## src/rtl/dpd_operand_unpack.sv

```systemverilog
// Two-stage unpacker for a pair of DPD-encoded decimal32/decimal64 operands.
// Stage 1 decodes the combination field; stage 2 decodes the declets and classifies.
module dpd_operand_unpack #(
    parameter int FMT_W = 32,
    parameter int TAG_W = 4,
    localparam int EC   = (FMT_W == 32) ? 6 : 8,
    localparam int EW   = EC + 2,
    localparam int ND   = (FMT_W == 32) ? 7 : 16,
    localparam int NDEC = (ND - 1) / 3
) (
    input  logic             clk,
    input  logic             rst,
    input  logic             in_valid,
    output logic             in_ready,
    input  logic [FMT_W-1:0] in_op1,
    input  logic [FMT_W-1:0] in_op2,
    input  logic [TAG_W-1:0] in_tag,
    output logic             out_valid,
    input  logic             out_ready,
    output logic [TAG_W-1:0] out_tag,
    output logic             s1,
    output logic             s2,
    output logic [EW-1:0]    e1,
    output logic [EW-1:0]    e2,
    output logic [4*ND-1:0]  m1,
    output logic [4*ND-1:0]  m2,
    output logic             inf1,
    output logic             nan1,
    output logic             snan1,
    output logic             zero1,
    output logic             inf2,
    output logic             nan2,
    output logic             snan2,
    output logic             zero2
);

    localparam int TW = 10 * NDEC;
    localparam int MW = 4 * ND;

    typedef struct packed {
        logic          sign;
        logic [EW-1:0] exp;
        logic [3:0]    msd;
        logic          inf;
        logic          nan;
        logic          snan;
        logic [TW-1:0] trail;
    } front_t;

    localparam int FRONT_W = $bits(front_t);

    // Infinity carries no coefficient, so its trailing field is cleared here and
    // decodes to zero downstream; a NaN keeps its trailing field as payload.
    function automatic front_t decode_front(input logic [FMT_W-1:0] op);
        front_t        f;
        logic [4:0]    g;
        logic [EC-1:0] cont;
        f       = {FRONT_W{1'b0}};
        g       = op[FMT_W-2 -: 5];
        cont    = op[FMT_W-7 -: EC];
        f.sign  = op[FMT_W-1];
        f.trail = op[TW-1:0];
        if (g[4:3] != 2'b11) begin
            f.exp = {g[4:3], cont};
            f.msd = {1'b0, g[2:0]};
        end else if (g[2:1] != 2'b11) begin
            f.exp = {g[2:1], cont};
            f.msd = {3'b100, g[0]};
        end else begin
            f.exp = {EW{1'b0}};
            f.msd = 4'd0;
            if (g[0]) begin
                f.nan  = 1'b1;
                f.snan = op[FMT_W-7];
            end else begin
                f.inf   = 1'b1;
                f.trail = {TW{1'b0}};
            end
        end
        return f;
    endfunction

    // Non-canonical declets fall through the same table without any flag.
    function automatic logic [11:0] decode_declet(input logic [9:0] b);
        logic [11:0] d;
        d = 12'd0;
        if (!b[3]) begin
            d = {1'b0, b[9:7], 1'b0, b[6:4], 1'b0, b[2:0]};
        end else begin
            case (b[2:1])
                2'b00: d = {1'b0, b[9:7], 1'b0, b[6:4], 3'b100, b[0]};
                2'b01: d = {1'b0, b[9:7], 3'b100, b[4], 1'b0, b[6], b[5], b[0]};
                2'b10: d = {3'b100, b[7], 1'b0, b[6:4], 1'b0, b[9], b[8], b[0]};
                2'b11: begin
                    case (b[6:5])
                        2'b00:   d = {3'b100, b[7], 3'b100, b[4], 1'b0, b[9], b[8], b[0]};
                        2'b01:   d = {3'b100, b[7], 1'b0, b[9], b[8], b[4], 3'b100, b[0]};
                        2'b10:   d = {1'b0, b[9:7], 3'b100, b[4], 3'b100, b[0]};
                        2'b11:   d = {3'b100, b[7], 3'b100, b[4], 3'b100, b[0]};
                        default: d = 12'd0;
                    endcase
                end
                default: d = 12'd0;
            endcase
        end
        return d;
    endfunction

    function automatic logic [MW-1:0] decode_coeff(input logic [3:0] msd, input logic [TW-1:0] trail);
        logic [MW-1:0] m;
        m = {MW{1'b0}};
        m[MW-1 -: 4] = msd;
        for (int k = 0; k < NDEC; k++) begin
            m[12*k +: 12] = decode_declet(trail[10*k +: 10]);
        end
        return m;
    endfunction

    logic             p1_valid_r;
    logic             p2_valid_r;
    front_t           p1_a_r;
    front_t           p1_b_r;
    logic [TAG_W-1:0] p1_tag_r;

    logic             adv1_s;
    logic             adv2_s;
    front_t           front_a_s;
    front_t           front_b_s;
    logic [MW-1:0]    coeff_a_s;
    logic [MW-1:0]    coeff_b_s;
    logic             zero_a_s;
    logic             zero_b_s;

    // Stage advance: a stage moves when it is empty or the stage after it moves.
    always_comb begin
        adv2_s = ~p2_valid_r | out_ready;
        adv1_s = ~p1_valid_r | adv2_s;
    end

    assign in_ready  = adv1_s;
    assign out_valid = p2_valid_r;

    // Combination-field decode of the incoming operands.
    always_comb begin
        front_a_s = decode_front(in_op1);
        front_b_s = decode_front(in_op2);
    end

    // Declet decode and zero classification of the stage-1 contents.
    always_comb begin
        coeff_a_s = decode_coeff(p1_a_r.msd, p1_a_r.trail);
        coeff_b_s = decode_coeff(p1_b_r.msd, p1_b_r.trail);
        zero_a_s  = ~p1_a_r.inf & ~p1_a_r.nan & (coeff_a_s == {MW{1'b0}});
        zero_b_s  = ~p1_b_r.inf & ~p1_b_r.nan & (coeff_b_s == {MW{1'b0}});
    end

    // Stage 1 register: raw trailing fields plus decoded combination field.
    always_ff @(posedge clk) begin
        if (rst) begin
            p1_valid_r <= 1'b0;
            p1_a_r     <= {FRONT_W{1'b0}};
            p1_b_r     <= {FRONT_W{1'b0}};
            p1_tag_r   <= {TAG_W{1'b0}};
        end else begin
            if (adv1_s) begin
                p1_valid_r <= in_valid;
            end
            if (adv1_s && in_valid) begin
                p1_a_r   <= front_a_s;
                p1_b_r   <= front_b_s;
                p1_tag_r <= in_tag;
            end
        end
    end

    // Stage 2 register: drives the outputs, which hold while stalled.
    always_ff @(posedge clk) begin
        if (rst) begin
            p2_valid_r <= 1'b0;
            out_tag    <= {TAG_W{1'b0}};
            s1         <= 1'b0;
            e1         <= {EW{1'b0}};
            m1         <= {MW{1'b0}};
            inf1       <= 1'b0;
            nan1       <= 1'b0;
            snan1      <= 1'b0;
            zero1      <= 1'b0;
            s2         <= 1'b0;
            e2         <= {EW{1'b0}};
            m2         <= {MW{1'b0}};
            inf2       <= 1'b0;
            nan2       <= 1'b0;
            snan2      <= 1'b0;
            zero2      <= 1'b0;
        end else begin
            if (adv2_s) begin
                p2_valid_r <= p1_valid_r;
            end
            if (adv2_s && p1_valid_r) begin
                out_tag <= p1_tag_r;
                s1      <= p1_a_r.sign;
                e1      <= p1_a_r.exp;
                m1      <= coeff_a_s;
                inf1    <= p1_a_r.inf;
                nan1    <= p1_a_r.nan;
                snan1   <= p1_a_r.snan;
                zero1   <= zero_a_s;
                s2      <= p1_b_r.sign;
                e2      <= p1_b_r.exp;
                m2      <= coeff_b_s;
                inf2    <= p1_b_r.inf;
                nan2    <= p1_b_r.nan;
                snan2   <= p1_b_r.snan;
                zero2   <= zero_b_s;
            end
        end
    end

endmodule

```

## config.mk

```make
export PLATFORM = sky130hd
export DESIGN_NAME = dpd_operand_unpack
export DESIGN_NICKNAME = d
export VERILOG_FILES = /design/src/rtl/dpd_operand_unpack.sv
export SDC_FILE = /design/constraint.sdc
export NUM_CORES = 1
export LEC_CHECK = 0
export ABC_AREA = 1
export CAP_MARGIN = 20
export CORE_AREA = 10 10 174 176
export DETAILED_ROUTE_END_ITERATION = 8
export DIE_AREA = 0 0 184 186
export GPL_TIMING_DRIVEN = 0
export SETUP_SLACK_MARGIN = 0.05
export SLEW_MARGIN = 20
export SYNTH_ARGS = -nofsm -noshare
export SYNTH_HDL_FRONTEND = slang
export SYNTH_SLANG_ARGS = --single-unit
```

## constraint.sdc

```tcl
create_clock -name clk -period 1.56 [get_ports clk]
set_input_delay 0.312 -clock clk [delete_from_list [all_inputs] [get_ports clk]]
set_output_delay 0.312 -clock clk [all_outputs]
set_load 0.01 [all_outputs]
```

==> results.cfg, run 1 <==
[power_and_ir_drop]
power_frac_clock = 0.423
p_int_mw = 7.64
total_power_mw = 10.4
combPwrFrac = 0.134
powerDensity_nw_per_um2 = 1130
p_sw_frac = 0.268
pwr-share-seq = 0.443
cellLeakagePower_nw = 4.09
ir_drop_uv = 619
power_switching_mw = 2.80

[clock_network]
tritoncts = done
cts-htree-levels = 4
cts_root_buffer = clkbuf_16
cts.sinks = 164
clk_latency_ns = 0.44
cts-hold-fix-buffers = 0
clockBufferDepth = 2
cts_made_buffers = 17
clk_pin_slew_ns = 0.07

[global_route]
grt.overflow.total = 0
use_met3 = 0.0396
met1_usage = 0.163
track_usage = 0.139
grt_pass1_vias = 6352
antenna_found_initial = 0
met2_usage = 0.237
grt_pass1_wl_microns = 36400
gr-max-usage-layer = met2
grt_max_degree = 17

[routing]
wl_microns = 23700
via_per_inst = 4.50
drt-initial-drc-count = 414
drc = 0
dr_total_vias = 6499
dr.pass1.iters = 5
routedWlPerCell_microns = 16.4
ant_nets = 0

[setup_path]
endpoint_kind = flop
startpoint_type = primary input
critPathSlowestCell = clkdlybuf4s50_1
worstSetupPathType = primary input to flop
cp.required_ns = 1.92
cp_common_cell = nand2_1
crit_chain = clkdlybuf4s50_1 -> inv_2 -> nand2_1 -> nand2_2 -> buf_4 -> buf_2 -> nand2_1 -> a21oi_1
cp_max_fo = 10
cp.arrival_ns = 1.82
cp_top_family = buffers and inverters
r2r_slack_ns = 0.16
slowest_delay_ns = 0.44
crit_buf_inv = 4

[floorplan]
io_pins = 160
start_util = 0.246
rows = 60
die_height_microns = 186
coreArea_sq_um = 26700
die_x_microns = 184
dieArea_sq_um = 34200

[synth]
netlist_area_sq_um = 6570
yosysWarningCount = 0
synth_seq_area_share = 0.500
ys_types = 30
synth.top_cell.area_share = 0.500
postSynthAreaPerCell_sq_um = 7.24
syn_nets = 980
ys_seq_elements = 164
synthCells = 908
synth_top_cell_by_area = dfxtp_1
ys_top_cells_by_area = dfxtp_1, nand2_1, nor2_1, o21ai_0, a21oi_1

[cells_and_area]
fin_area_sq_um = 9210
post-route-util = 0.345
antennaDiodeCount = 0
area_growth_pct = 40.1
drive_above_1_share = 0.0952
fin_nets = 1162

[sta]
fin_worst_skew_ns = 0.00915
setup_viol = 0
fmax_mhz = 686
grt_setup_unrepaired = true
relSlewSlack = 0.675
finalSetupTns_ns = 0
maxSlewViolCount = 0
fin_crit_ns = 1.46
hold_viol_final = 0
post-route-period-util = 0.934
worstMarginPinSlew_ns = 0.488

[run]
maxCapViolCount = 0

[place]
place_congestion = 0.839
hpwl_microns = 18200
port_buffers = 159
placed_cell_area_sq_um = 8590

[run_status]
status = finished, final reports clean

[hold_path]
hp-class = primary input to flop
## worst register-to-register path, stage by stage, from the launching register on
cell	delay, ns
dfxtp_2	0.36
nand2_1	0.09
nand2_2	0.16
buf_4	0.20
buf_2	0.29
nand2_1	0.08
a21oi_1	0.15
## routing by layer
metal | up-vias | part of all wire
met3 | 23 | 0.065
met4 | 0 | 0.017
li1 | 3323 | -
met2 | 190 | 0.48
met5 | - | 0
met1 | 2963 | 0.43
## stage by stage
stage	setup WS, ns	std cells	hold slack, ns
floorplan	0.340	908	0.440
global placement	-0.750	1408	0.449
detailed placement	-0.774	1408	0.453
CTS	0.0433	1440	0.422
global route	0.00501	1444	0.430
finish	0.103	1444	0.426
## cells in the mapped netlist
library cell and number:
o21ai_1 3, o21ai_0 94, nand3_2 1, a21oi_1 89, or2_1 2, o21bai_1 2
a21oi_2 2, nor3_2 1, inv_2 1, buf_6 2, a21boi_1 2, nor2_4 2
a22oi_1 10, buf_2 20, dfxtp_1 164, nand4_1 2, nor3_1 1, nand2_2 7
clkinv_1 3, a32oi_1 1, nand2_1 213, nand3_1 35, nor2_1 169, a31oi_1 6
nor2_2 1, buf_1 1, buf_4 6, o211ai_1 4, clkbuf_1 24, inv_1 40
## cells by family after synthesis
family	after synthesis	synth area share
buffers and inverters	97	0.0649
AND/OR/NAND/NOR	434	0.264
flip-flops	164	0.500
AO/OA/AOI/OAI	213	0.172
## cell usage in the layout, fill, tap and decap left out, drive strengths merged, types with 10 or more instances in the layout
cell / instances
nand3: 36
clkbuf: 44
a21oi: 91
clkdlybuf4s50: 71
nand2: 220
a22oi: 10
buf: 33
dfxtp: 164
dlygate4sd2: 87
inv: 44
o21ai: 97
nor2: 172
## power groups by stage
stage / Sequential, mW / Combinational (mW) / Clock [mW]
3_5_place_dp: 4.72 / 1.48 / 0
2_1_floorplan: 4.75 / 0.657 / 0
6_report: 4.63 / 1.40 / 4.42
4_1_cts: 4.63 / 1.40 / 4.50
3_3_place_gp: 4.72 / 1.48 / 0
5_1_grt: 4.66 / 1.57 / 4.67
## registers in the layout, summed over array words and instances, names as in the netlist, 4 cells and up
signal / flops
p1_a_r: 32
p1_b_r: 32
m1: 28
m2: 28
e1: 8
e2: 8
coeff_a_s: 4
coeff_b_s: 4
out_tag: 4
p1_tag_r: 4
## path summary, 6_finish.rpt
kind / from / end / cells after the start
setup / recovery: out_ready / zero1 / 8
hold / removal: in_op2[3] / p1_b_r[3] / 3
setup reg to reg: out_valid / zero1 / 6
hold reg to reg: p1_b_r[28] / p1_b_r[28] / 2
## area by class of cell
class | count | area [sq um]
Sequential cell | 164 | 3290
Inverter | 44 | 173
Buffer | 53 | 314
Timing Repair Buffer | 163 | 1510
Clock buffer | 19 | 443
Tap cell | 341 | 427
Multi-Input combinational cell | 647 | 2880
Fill cell | 2877 | 17500
Clock inverter | 13 | 171
## what timing repair did
item                                    CTS  global route
buffers inserted                          0             4
endpoints found under the setup margin  251            87
cloned                                    0             0
gates resized for setup                 113            29
Power figures use the tool's default switching activity.
==> inputs of run 2 (changes only) <==
--- a/config.mk
+++ b/config.mk
@@ -6,7 +6,6 @@
 export NUM_CORES = 1
 export LEC_CHECK = 0
 export ABC_AREA = 1
-export CAP_MARGIN = 20
 export CORE_AREA = 10 10 174 176
 export DETAILED_ROUTE_END_ITERATION = 8
 export DIE_AREA = 0 0 184 186
==> results of run 2 <==
Same layout as run 1: the final DEF is identical, and so are final timing and power.
==> inputs of run 3 (changes only) <==
--- a/config.mk
+++ b/config.mk
@@ -11,6 +11,7 @@
 export DIE_AREA = 0 0 184 186
 export GPL_TIMING_DRIVEN = 0
 export SETUP_SLACK_MARGIN = 0.05
+export SKIP_CTS_REPAIR_TIMING = 1
 export SLEW_MARGIN = 20
 export SYNTH_ARGS = -nofsm -noshare
 export SYNTH_HDL_FRONTEND = slang
==> run 3 against run 2 <==
  * Worst hold slack better by 0.0019 ns
  * Fmax shrank 0.88%
  * Design area is 3.9% higher
  * Cell count hardly changed
  * Non-clock buffer count is 1 lower
  * First-iteration DRC count down 7.2%
  * Register-to-register slack is essentially flat
  * Setup slack got worse by 0.013 ns
  * Clock power about the same
  * Critical endpoint is now in_ready
==> results.cfg, run 3 (synthesis gave the netlist of run 1 again) <==
[power_and_ir_drop]
cellLeakagePower_nw = 5.18
power_frac_clock = 0.419
powerDensity_nw_per_um2 = 1100
combPwrFrac = 0.140
p_int_mw = 7.71
p_sw_frac = 0.266
power_switching_mw = 2.80
total_power_mw = 10.5
ir_drop_uv = 624
pwr-share-seq = 0.441

[sta]
grt_setup_unrepaired = false
worstMarginPinSlew_ns = 0.554
fin_worst_skew_ns = 0.0122
setup_viol = 0
setup_slack_ns = 0.0901
fmax_mhz = 680
maxSlewViolCount = 0
post-route-period-util = 0.942
hold_viol_final = 0
fin_crit_ns = 1.47
relSlewSlack = 0.630

[setup_path]
cp_max_fo = 3
worstSetupPathType = primary input to primary output
crit_buf_inv = 3
critPathSlowestCell = clkdlybuf4s50_1
slowest_delay_ns = 0.44
cp_top_family = buffers and inverters
cp.arrival_ns = 1.16
endpoint_kind = primary output
crit_chain = clkdlybuf4s50_1 -> inv_2 -> nand3_4 -> dlymetal6s2s_1
cp.required_ns = 1.25
startpoint_type = primary input

[place]
pre_cts_ws_ns = -0.774
port_buffers = 159
hpwl_microns = 18200
place_congestion = 0.839

[global_route]
gr-max-usage-layer = met2
antenna_found_initial = 0
grt.overflow.total = 0
met2_usage = 0.237
track_usage = 0.139
grt_max_degree = 17
grt_pass1_vias = 6373
use_met3 = 0.0398
met1_usage = 0.163
grt_pass1_wl_microns = 36400

[cells_and_area]
mostFrequentLayoutCells = nand2_1, nor2_1, dfxtp_1, o21ai_0, dlymetal6s2s_1
antennaDiodeCount = 0
fin_nets = 1161
reg.largest.list = p1_a_r (32), p1_b_r (32)
post-route-util = 0.358
drive_above_1_share = 0.0971
final_common_cell = nand2_1
area_growth_pct = 45.6

[clock_network]
cts-htree-levels = 4
cts.sinks = 164
clk_pin_slew_ns = 0.06
tritoncts = done
cts_root_buffer = clkbuf_16
clk_latency_ns = 0.44
cts_made_buffers = 17
clockBufferDepth = 2

[floorplan]
rows = 60
dieArea_sq_um = 34200
die_height_microns = 186
coreArea_sq_um = 26700
start_util = 0.246
die_x_microns = 184
io_pins = 160

[routing]
drt-initial-drc-count = 384
wl_microns = 23800
drc = 0
ant_nets = 0
dr.pass1.iters = 5
dr_total_vias = 6518
via_per_inst = 4.52
routedWlPerCell_microns = 16.5

[hold_path]
hp-class = primary input to flop

[run_status]
status = finished, final reports clean

[run]
maxCapViolCount = 0
## run 3: layout make-up
class                           instances  area (sq um)
Sequential cell                       164          3290
Fill cell                            2818         17200
Timing Repair Buffer                  163          1840
Inverter                               44           175
Tap cell                              341           427
Buffer                                 52           310
Multi-Input combinational cell        647          2900
Clock buffer                           19           443
Clock inverter                         13           171
## run 3: power groups by stage
stage / clock, mW / combinational, mW / sequential (mW)
after floorplan: 0 / 0.657 / 4.75
after global routing: 4.67 / 1.64 / 4.67
after CTS: 4.50 / 1.49 / 4.63
final: 4.41 / 1.47 / 4.63
after detailed placement: 0 / 1.48 / 4.72
after global placement: 0 / 1.48 / 4.72
## run 3: metrics by stage
step / TNS [ns] / area, sq um / cells / hold slack [ns]
2_1_floorplan: 0 / 6570 / 908 / 0.440
3_3_place_gp: -88.13 / 8590 / 1408 / 0.449
3_5_place_dp: -87.26 / 8590 / 1408 / 0.453
4_1_cts: -23.34 / 9200 / 1440 / 0.422
5_1_grt: 0 / 9570 / 1443 / 0.430
6_report: 0 / 9570 / 1443 / 0.427
## run 3: path summary, 6_finish.rpt
check             startpoint          to  slack [ns]  cells after the start
setup / recovery   out_ready    in_ready        0.09                      4
hold / removal     in_op2[3]   p1_b_r[3]        0.43                      3
setup reg to reg  p1_valid_r  p1_b_r[33]        0.17                      6
hold reg to reg   p1_b_r[28]  p1_b_r[28]        0.46                      2
## run 3: worst min-delay path, stage by stage
cell and delay [ns]:
clkdlybuf4s50_1 0.39, nand2_1 0.06, a21oi_1 0.05
## run 3: metal layers
layer | share of wire | vias up
li1 | - | 3323
met1 | 0.44 | 2994
met2 | 0.48 | 173
met3 | 0.058 | 28
met4 | 0.019 | 0
met5 | 0 | -
